[src/rtl/store_drain_wcb.sv]
// Write-combining drain stage between the SM LSU store queue and the L1 data cache.
// Merges consecutive same-line stores into a single-entry line buffer, then issues one line write.
module store_drain_wcb #(
    parameter int ADDR_W         = 40,
    parameter int DATA_W         = 64,
    parameter int WORDS_PER_LINE = 4,
    parameter int FLUSH_TIMEOUT  = 16
) (
    input  logic                             clk,
    input  logic                             rst_n,
    input  logic                             sq_valid,
    input  logic [ADDR_W-1:0]                sq_addr,
    input  logic [DATA_W-1:0]                sq_data,
    output logic                             sq_pop,
    input  logic                             flush_req,
    output logic                             l1_req_valid,
    output logic [ADDR_W-1:0]                l1_req_addr,
    output logic [WORDS_PER_LINE*DATA_W-1:0] l1_req_data,
    output logic [WORDS_PER_LINE*8-1:0]      l1_req_mask,
    input  logic                             l1_req_ready,
    output logic                             drain_idle
);

    localparam int WIDX_W = $clog2(WORDS_PER_LINE);
    localparam int OFFS_W = WIDX_W + 3;
    localparam int TAG_W  = ADDR_W - OFFS_W;
    localparam int TMR_W  = $clog2(FLUSH_TIMEOUT) + 1;
    localparam int LINE_W = WORDS_PER_LINE * DATA_W;
    localparam int MASK_W = WORDS_PER_LINE * 8;

    typedef enum logic [1:0] {
        IDLE  = 2'd0,
        MERGE = 2'd1,
        ISSUE = 2'd2
    } state_t;

    state_t             state_q, state_d;
    logic [TAG_W-1:0]   tag_q;
    logic [LINE_W-1:0]  data_q;
    logic [MASK_W-1:0]  mask_q;
    logic [TMR_W-1:0]   timer_q;

    logic [WIDX_W-1:0]  in_widx;
    logic [TAG_W-1:0]   in_tag;
    logic               same_tag;
    logic [LINE_W-1:0]  merged_data;
    logic [MASK_W-1:0]  lane_mask;
    logic [MASK_W-1:0]  merged_mask;
    logic               addr_lo_unused;

    logic do_load;
    logic do_merge;
    logic do_tick;
    logic do_clear;

    assign in_widx        = sq_addr[3 +: WIDX_W];
    assign in_tag         = sq_addr[ADDR_W-1:OFFS_W];
    assign same_tag       = (in_tag == tag_q);
    assign addr_lo_unused = ^sq_addr[2:0];

    // Buffer contents with the head store folded in; holes stay zero because the buffer is cleared on issue.
    always_comb begin
        merged_data = data_q;
        lane_mask   = '0;
        for (int i = 0; i < WORDS_PER_LINE; i++) begin
            if (in_widx == WIDX_W'(i)) begin
                merged_data[i*DATA_W +: DATA_W] = sq_data;
                lane_mask[i*8 +: 8]             = 8'hFF;
            end
        end
        merged_mask = mask_q | lane_mask;
    end

    always_ff @(posedge clk or negedge rst_n) begin
        if (!rst_n) begin
            state_q <= IDLE;
        end else begin
            state_q <= state_d;
        end
    end

    always_comb begin
        state_d  = state_q;
        sq_pop   = 1'b0;
        do_load  = 1'b0;
        do_merge = 1'b0;
        do_tick  = 1'b0;
        do_clear = 1'b0;
        case (state_q)
            IDLE: begin
                if (sq_valid) begin
                    sq_pop  = 1'b1;
                    do_load = 1'b1;
                    state_d = MERGE;
                end
            end
            MERGE: begin
                if (flush_req) begin
                    state_d = ISSUE;
                end else if (sq_valid && !same_tag) begin
                    state_d = ISSUE;
                end else if (sq_valid) begin
                    sq_pop   = 1'b1;
                    do_merge = 1'b1;
                    if (&merged_mask) begin
                        state_d = ISSUE;
                    end
                end else if (timer_q == TMR_W'(FLUSH_TIMEOUT - 1)) begin
                    state_d = ISSUE;
                end else begin
                    do_tick = 1'b1;
                end
            end
            ISSUE: begin
                if (l1_req_ready) begin
                    do_clear = 1'b1;
                    state_d  = IDLE;
                end
            end
            default: begin
                state_d = IDLE;
            end
        endcase
    end

    always_ff @(posedge clk or negedge rst_n) begin
        if (!rst_n) begin
            tag_q   <= '0;
            data_q  <= '0;
            mask_q  <= '0;
            timer_q <= '0;
        end else if (do_load) begin
            tag_q   <= in_tag;
            data_q  <= merged_data;
            mask_q  <= lane_mask;
            timer_q <= '0;
        end else if (do_merge) begin
            data_q  <= merged_data;
            mask_q  <= merged_mask;
            timer_q <= '0;
        end else if (do_tick) begin
            timer_q <= timer_q + TMR_W'(1);
        end else if (do_clear) begin
            data_q  <= '0;
            mask_q  <= '0;
            timer_q <= '0;
        end
    end

    // The buffer registers only change outside ISSUE, so the request stays stable while stalled.
    assign l1_req_valid = (state_q == ISSUE);
    assign l1_req_addr  = {tag_q, {OFFS_W{1'b0}}};
    assign l1_req_data  = data_q;
    assign l1_req_mask  = mask_q;
    assign drain_idle   = (state_q == IDLE);

endmodule

[config.mk]
export PLATFORM = sky130hd
export DESIGN_NAME = store_drain_wcb
export DESIGN_NICKNAME = d
export VERILOG_FILES = /design/src/rtl/store_drain_wcb.sv
export SDC_FILE = /design/constraint.sdc
export NUM_CORES = 1
export LEC_CHECK = 0
export ABC_AREA = 1
export CORE_MARGIN = 5
export CORE_UTILIZATION = 45
export DETAILED_ROUTE_END_ITERATION = 10
export GPL_ROUTABILITY_DRIVEN = 0
export GPL_TIMING_DRIVEN = 0
export PLACE_DENSITY = 0.83
export SYNTH_ARGS = -nofsm -noshare
export SYNTH_HDL_FRONTEND = slang
export SYNTH_SLANG_ARGS = --single-unit
[constraint.sdc]
create_clock -name clk -period 2.3 [get_ports clk]
set_clock_uncertainty 0.15 [all_clocks]
set_input_delay 0.575 -clock clk [delete_from_list [all_inputs] [get_ports clk]]
set_output_delay 0.575 -clock clk [all_outputs]
set_load 0.05 [all_outputs]
Word-level counts from Yosys, hierarchy flattened --
Cells that the tools add are included.
Storage, ports and cells: bits in registers 330, word-level logic and storage cells 69
Cells by class: $add $sub $neg 1, eq/ne operators 12, mux-type cells 41, bitwise gates (word level) 1, reductions and logical operators 9
Operators with widths (count):
- $mux 256 | 4
- $mux 64 | 4
- $mux 32 | 4
- $eq 35x35->1 | 1
- $mux 8 | 4
- $or 32x32->32 | 1
- $reduce_and 32->1 | 1
- $mux 5 | 4
- $mux 2 | 7
- $mux 1 | 12
- $ne 5x5->1 const B | 2
- $eq 2x2->1 const B | 3
- $pmux 2 s3 | 1
- $add 5x1->5 const B | 1
- $eq 5x4->1 const B | 1
- $eq 2x1->1 const B | 2
- $logic_not 2->1 | 2
- $reduce_and 4->1 | 1
- $reduce_bool 4->1 | 1
- $ne 3x3->1 const B | 1
- $reduce_bool 3->1 | 1
- $ne 2x1->1 const B | 1
- $ne 2x2->1 const B | 1
- $pmux 1 s2 | 1
- other kinds (3) | 3

Depth between registers and ports, before layout --
Gate-level depths: netlist (run 1).
depth after elaboration 9, mapped depth 13, depth with buffers taken out 12

Worst setup path before layout (run 1) --
Ideal clock, no wire load.
path kind register to output, start register state_q[0], end output port sq_pop, arrival time 2.013 ns, required time 1.575 ns, setup slack -0.438 ns, stages on the path, launching flop included 6, cells stage by stage dfrtp_1 > nor2_1 > nand2_1 > nand2_2 > buf_4 > buf_4
Between the ends: longest elaborated chain between the ends 2, elaborated cells between the ends (all ways) 3, classes of those cells eq/ne: 1; mux: 1; reduce/logical: 1
Ends and longest elaborated chain:
- start: declaration | RTL line 37 | state_t state_q, state_d;
- start signal: assignment | RTL line 78 | state_q <= state_d;
- $logic_not 2->1
- named net drain_idle | RTL line 21 | output logic drain_idle
- $pmux 1 s2 | RTL line 89 | case (state_q)
- end: declaration | RTL line 14 | output logic sq_pop,
The timed path passes the listed nets, and every way through them passes these cells.

Worst setup path after layout (run 1) --
start input port sq_addr[23], end output port sq_pop
Between the ends: longest elaborated chain between the ends 6
Ends and longest elaborated chain:
- start: declaration | RTL line 12 | input logic [ADDR_W-1:0] sq_addr,
- $eq 35x35->1 | RTL line 58 | assign same_tag = (in_tag == tag_q);
- $logic_not 1->1 | RTL line 100 | end else if (sq_valid && !same_tag) begin
- $logic_and 1x1->1 | RTL line 100
- $mux 1 | RTL line 100
- $mux 1 | RTL line 98 | if (flush_req) begin
- $pmux 1 s2 | RTL line 89
No other way between the ends.

==> impl_metrics.ini, run 1 <==
[floorplan]
rows = 72
core_area_sq_mm = 0.0386
die_w_um = 207
start_util = 0.454
fp.dieArea_sq_mm = 0.0430
die_height_um = 207
pin_count = 440

[clock_tree]
clk_pin_slew_ns = 0.06
clock_path_buffers = 3
clock_sinks = 330
htreeDepth = 2
cts_made_buffers = 38
clkLatencyLatePin_ns = 0.56
root_buffer = clkbuf_16
cts_tree = done

[place]
dp_hpwl_um = 52600
io_buffers = 431

[hold_path]
min-delay-start = sq_addr[20]
hold_path_depth = 3
hold-path-endpoint = tag_q[15]$_DFFE_PN0P_
hold_class = in2reg

[yosys]
netlist_instances = 2392
syn-cell-area_sq_mm = 0.0175
ys_ff_latch = 330
seq_area_frac_synth = 0.471
synth.distinct_cells = 26
ys.flop_type = dfrtp_1
yosys_warnings = 0
ys_async_sr_fraction = 1.00
avgSynthCellArea_sq_um = 7.32
synth_edf_count = 0

[critical_path]
path_cells = clkdlybuf4s50_1 -> xnor2_2 -> nand2_1 -> nor2_1 -> nand2_1 -> nor2_2 -> nand3_4 -> nand2_4 -> buf_12 -> buf_12 -> buf_12
cp_slowest_cell = clkdlybuf4s50_1
ff2ff_path_depth = 8
end_kind = output port
r2r_slack_ns = -0.49
crit_path_frequent_cell = buf_12
crit_fanout = 4
cp.buffers_inverters = 4
worstPathRequired_ns = 1.57
start_kind = input port
r2r_end = timer_q[0]$_DFFE_PN0P_
cpPeakStageDelay_ns = 0.54
r2r-start = timer_q[0]$_DFFE_PN0P_
critPathArrivalTime_ns = 2.26
crit_type = in2out
path_delay_family = buffers and inverters

[drt]
via_per_inst = 5.91
final_antenna_net_count = 0
wl_per_cell_um = 21.3
drt_first_pass_iters = 6
drt-initial-drc-count = 2314
drc = 0
via_count = 20321
wl_um = 73300

[final_layout]
nets = 2999
fill_cells = 3198
fin_util = 0.636
drive_gt1_frac = 0.0905
area_delta_synth_final_pct = 40.1

[global_route]
grt_max_degree = 116
antenna_found_initial = 1
grt_pass1_wl_um = 112000
grtUsageTotal = 0.323
grt_pass1_vias = 19690
grt-ovfl-total = 0

[power_and_ir_drop]
leakage_nw = 13.7
clkPwrFrac = 0.167
comb_power_share = 0.556
power.switching_mw = 19.6
ir_drop_v = 0.00115
p_sw_frac = 0.516
seq_power_share = 0.277
total_power_mw = 38.1
powerDensity_mw_per_mm2 = 1550
p_int_mw = 18.4

[timing]
finalCritPeriodShare = 1.30
slew_violations = 0
period_minus_slack_ns = 2.99
setup_viol = 296
hold_violations = 0
fin_ws_ns = -0.686
relSlewSlack = 0.264
worst_pin_slew_ns = 1.09
max_clock_freq_mhz = 335
rsz0062_at_grt = true

[status]
status = complete, but fails checks
violations = setup timing

[job]
drv_cap = 0
state kept, by name (all words and copies together), names as in the netlist:
signal,cells
tag_q,35
state_q,2
l1_req_data,256
l1_req_mask,32
timer_q,5
metrics by stage:
step           hold slack [ns]  setup WS (ns)  setup TNS (ns)  instances  cell area, sq um
3_5_place_dp             0.356          -1.89         -310.54       3348             22600
2_1_floorplan            0.129         -0.121          -0.121       2396             17600
3_3_place_gp             0.348         -15.19        -4928.16       3345             22500
4_1_cts                  0.230         -0.627         -138.30       3433             24100
6_report                 0.205         -0.686          -50.35       3436             24500
5_1_grt                  0.240         -0.752          -75.81       3435             24500
cell usage after synthesis, types with 2 or more instances:
| cell | n | area, sq um |
|---|---|---|
| a21oi_1 | 3 | 15.0 |
| or2_2 | 4 | 25.0 |
| nor2_1 | 40 | 150 |
| buf_6 | 21 | 236 |
| clkbuf_1 | 102 | 383 |
| inv_1 | 122 | 458 |
| nand4_1 | 310 | 1940 |
| ha_1 | 2 | 25.0 |
| buf_4 | 16 | 120 |
| xnor2_1 | 11 | 96.3 |
| dfrtp_1 | 330 | 8260 |
| o21ai_0 | 286 | 1430 |
| nand2_1 | 1060 | 3980 |
| and2_1 | 6 | 37.5 |
| buf_1 | 33 | 124 |
| nand3_1 | 6 | 30.0 |
| inv_2 | 2 | 7.51 |
| buf_2 | 30 | 150 |
power groups by stage:
stage          combinational [mW]  clock (mW)  sequential (mW)
3_3_place_gp                 20.3           0             10.4
4_1_cts                      21.0        6.39             10.4
6_report                     21.2        6.37             10.5
5_1_grt                      22.3        6.62             10.7
2_1_floorplan                5.58           0             17.7
3_5_place_dp                 20.7           0             10.5
placed cells by master, fill, tap and decap left out, types with 26 or more instances in the layout:
| master | n |
|---|---|
| nand2_1 | 1049 |
| nand4_1 | 310 |
| dfrtp_1 | 301 |
| o21ai_0 | 286 |
| clkdlybuf4s50_1 | 234 |
| inv_1 | 119 |
| dlymetal6s2s_1 | 118 |
| clkbuf_1 | 85 |
| dlygate4sd2_1 | 58 |
| clkbuf_16 | 42 |
| buf_2 | 35 |
| buf_4 | 34 |
| nor2_1 | 33 |
| dfrtp_2 | 29 |
| buf_1 | 26 |
| clkbuf_2 | 26 |
layer usage:
| metal | track usage | up-vias | routed length, um |
|---|---|---|---|
| met4 | 0.149 | 0 | 3950 |
| met2 | 0.515 | 1422 | 33500 |
| li1 | - | 8876 | - |
| met1 | 0.410 | 9769 | 27700 |
| met5 | 0 | - | 0 |
| met3 | 0.0923 | 254 | 8120 |
how the worst max path moves through the flow:
stage / endpoint / depth (start not counted) / from / slack [ns]
final: sq_pop / 11 / sq_addr[23] / -0.69
after global routing: sq_pop / 11 / sq_addr[23] / -0.75
after CTS: sq_pop / 10 / tag_q[1]$_DFFE_PN0P_ / -0.63
after detailed placement: sq_pop / 13 / sq_addr[8] / -1.89
after global placement: tag_q[1]$_DFFE_PN0P_ / 1 / rst_n / -15.19
after floorplan: sq_pop / 10 / tag_q[6]$_DFFE_PN0P_ / -0.12
worst reg2reg max path, cell delays in order, from the launching register on:
cell and delay (ns):
dfrtp_1 0.41, ha_1 0.23, nand2_1 0.09, nor2_1 0.05
ha_1 0.23, nor4_1 0.90, inv_1 0.24, or2_2 0.35
nand2_1 0.08
repair_timing:
action                                  in CTS  in global routing
setup buffers                               16                  1
hold buffers                                 1                  0
endpoints found under the hold margin       59                  0
endpoints found under the setup margin     633                628
gates resized for setup                    151                192
pin swaps                                   16                  4
gates cloned                                 0                  1
cell families after synthesis:
| kind of cell | share of synthesized area |
|---|---|
| simple gates | 0.353 |
| xor+xnor | 0.00550 |
| flops | 0.471 |
| compound gates | 0.0834 |
| other cells | 0.000214 |
| fa+ha+maj | 0.00143 |
| buf+inv | 0.0847 |
cell type report:
cell class | instances | area, sq um | area share
flip-flops and latches | 330 | 8290 | 0.338
multi-input cells | 1739 | 7940 | 0.324
repair buffers | 452 | 4780 | 0.195
clock buffers | 54 | 1150 | 0.0471
plain buffers | 202 | 1100 | 0.0449
well taps | 518 | 648 | 0.0264
inverters | 125 | 469 | 0.0191
clock inverters | 14 | 145 | 0.00592
diodes | 2 | 5.00 | 0.000204
No activity file was read; power rests on OpenSTA's default activity.
==> run 2: changes to the inputs <==
--- a/config.mk
+++ b/config.mk
@@ -12,6 +12,7 @@
 export GPL_ROUTABILITY_DRIVEN = 0
 export GPL_TIMING_DRIVEN = 0
 export PLACE_DENSITY = 0.83
+export SKIP_LAST_GASP = 1
 export SYNTH_ARGS = -nofsm -noshare
 export SYNTH_HDL_FRONTEND = slang
 export SYNTH_SLANG_ARGS = --single-unit
==> run 2 against run 1 <==
  * The flow still finishes with violations (setup timing)
  * Register-to-register slack better by 0.02 ns
  * Critical path depth is 1 higher
  * First-iteration DRC count is 6.6% lower
  * Largest cell class unchanged
  * Largest power group unchanged
==> impl_metrics.ini, run 2 (same netlist as run 1, synthesis figures left out) <==
[status]
status = complete, but fails checks
violations = setup timing

[power_and_ir_drop]
ir_drop_v = 0.00116
p_sw_frac = 0.513
comb_power_share = 0.558
power.switching_mw = 19.7
clkPwrFrac = 0.166
leakage_nw = 11.9
p_int_mw = 18.7
seq_power_share = 0.276
total_power_mw = 38.4
powerDensity_mw_per_mm2 = 1580

[drt]
drc = 0
drt-initial-drc-count = 2161
final_antenna_net_count = 0
via_count = 20288
drt_first_pass_iters = 7
via_per_inst = 5.90
wl_per_cell_um = 21.3
wl_um = 73400

[floorplan]
fp.dieArea_sq_mm = 0.0430
pin_count = 440
start_util = 0.454
die_height_um = 207
die_w_um = 207
core_area_sq_mm = 0.0386
rows = 72

[place]
io_buffers = 431
dp_hpwl_um = 52600

[global_route]
grt_max_degree = 116
antenna_found_initial = 2
grt_pass1_wl_um = 112000
grt-ovfl-total = 0
grtUsageTotal = 0.324
grt_pass1_vias = 19739

[timing]
setup_viol = 487
worst_pin_slew_ns = 1.08
slew_violations = 0
finalCritPeriodShare = 1.31
fin_ws_ns = -0.716
rsz0062_at_grt = true
relSlewSlack = 0.276
hold_violations = 0
fin_setup_tns_ns = -93.73
period_minus_slack_ns = 3.02
max_clock_freq_mhz = 332

[critical_path]
cpPeakStageDelay_ns = 0.43
start_kind = flop
ff2ff_path_depth = 8
path_cells = inv_2 -> nor2_2 -> nor2_2 -> nand3_2 -> nor2_2 -> nand2_1 -> nor2_2 -> nand3_4 -> nand2_4 -> buf_12 -> buf_12 -> buf_12
crit_path_frequent_cell = nor2_2
worstPathRequired_ns = 1.57
end_kind = output port
critPathArrivalTime_ns = 2.29
crit_type = reg2out
cp_slowest_cell = dfrtp_2
crit_fanout = 4

[clock_tree]
cts_made_buffers = 38
clock_path_buffers = 3
clock_sinks = 330
clkLatencyLatePin_ns = 0.56
root_buffer = clkbuf_16
htreeDepth = 2
cts_tree = done
clk_pin_slew_ns = 0.06

[job]
drv_cap = 0

[final_layout]
fill_cells = 3229
seq_area_sq_mm = 0.00829
largest_register_ffs = 256
area_delta_synth_final_pct = 38.8
final_cell_mix = nand2_1 (1,051), clkdlybuf4s50_1 (395), nand4_1 (310), dfrtp_1 (301), o21ai_0 (286)
multi_input_area_sq_mm = 0.00795
nets = 3000
layout_commonest_cell = nand2_1
drive_gt1_frac = 0.0850

[hold_path]
hold_path_depth = 3
hold_class = in2reg
## run 2: power groups by stage
| stage | clock, mW | combinational, mW | sequential, mW |
|---|---|---|---|
| finish | 6.37 | 21.4 | 10.6 |
| floorplan | 0 | 5.58 | 17.7 |
| global placement | 0 | 20.3 | 10.4 |
| detailed placement | 0 | 20.7 | 10.5 |
| CTS | 6.39 | 21.1 | 10.4 |
| global route | 6.62 | 22.6 | 10.8 |
## run 2: stage by stage
step / cell area (sq um) / worst slack (ns) / instances / util / hold slack, ns
floorplan: 17600 / -0.121 / 2396 / - / 0.129
global placement: 22500 / -15.19 / 3345 / 0.584 / 0.348
detailed placement: 22600 / -1.89 / 3348 / 0.587 / 0.356
CTS: 24200 / -0.627 / 3433 / 0.627 / 0.230
global route: 24300 / -0.820 / 3436 / 0.630 / 0.225
finish: 24300 / -0.716 / 3437 / 0.630 / 0.209
## run 2: final cells by class
cell class / instances / share of cell area
Inverter: 125 / 0.0193
Timing Repair Buffer: 453 / 0.187
Clock buffer: 54 / 0.0475
Sequential cell: 330 / 0.341
Antenna cell: 2 / 0.000206
Multi-Input combinational cell: 1739 / 0.327
Tap cell: 518 / 0.0267
Buffer: 202 / 0.0450
Clock inverter: 14 / 0.00597
## run 2: path summary, 6_finish.rpt
| path | to | slack, ns | from |
|---|---|---|---|
| worst max-delay path | sq_pop | -0.72 | tag_q[23]$_DFFE_PN0P_ |
| worst min-delay path | tag_q[15]$_DFFE_PN0P_ | 0.21 | sq_addr[20] |
| worst max register to register | timer_q[0]$_DFFE_PN0P_ | -0.47 | timer_q[0]$_DFFE_PN0P_ |
| worst min register to register | tag_q[34]$_DFFE_PN0P_ | 0.38 | tag_q[34]$_DFFE_PN0P_ |
| max in group asynchronous | l1_req_data[114]$_DFFE_PN0P_ | 0.18 | rst_n |
| min in group asynchronous | l1_req_data[13]$_DFFE_PN0P_ | 0.41 | rst_n |
## run 2: repair_timing
action                                  CTS  global route
gates resized for setup                  87            69
hold buffers                              1             0
endpoints found under the hold margin    59             0
gates cloned                              0             2
buffers inserted                         16             1
pin swaps                                16             7
endpoints found under the setup margin  633           654
## run 2: layer usage
layer	global-route usage	routed length, um	vias up
met1	0.409	27700	9723
li1	-	-	8881
met3	0.0934	8210	269
met5	0	0	-
met4	0.150	4120	0
met2	0.516	33300	1415
## run 2: critical path: cells and delay by family, from the launching register on
family        cells  cell delay [ns]
buf+inv           4             0.42
flops             1             0.43
simple gates      8             0.87
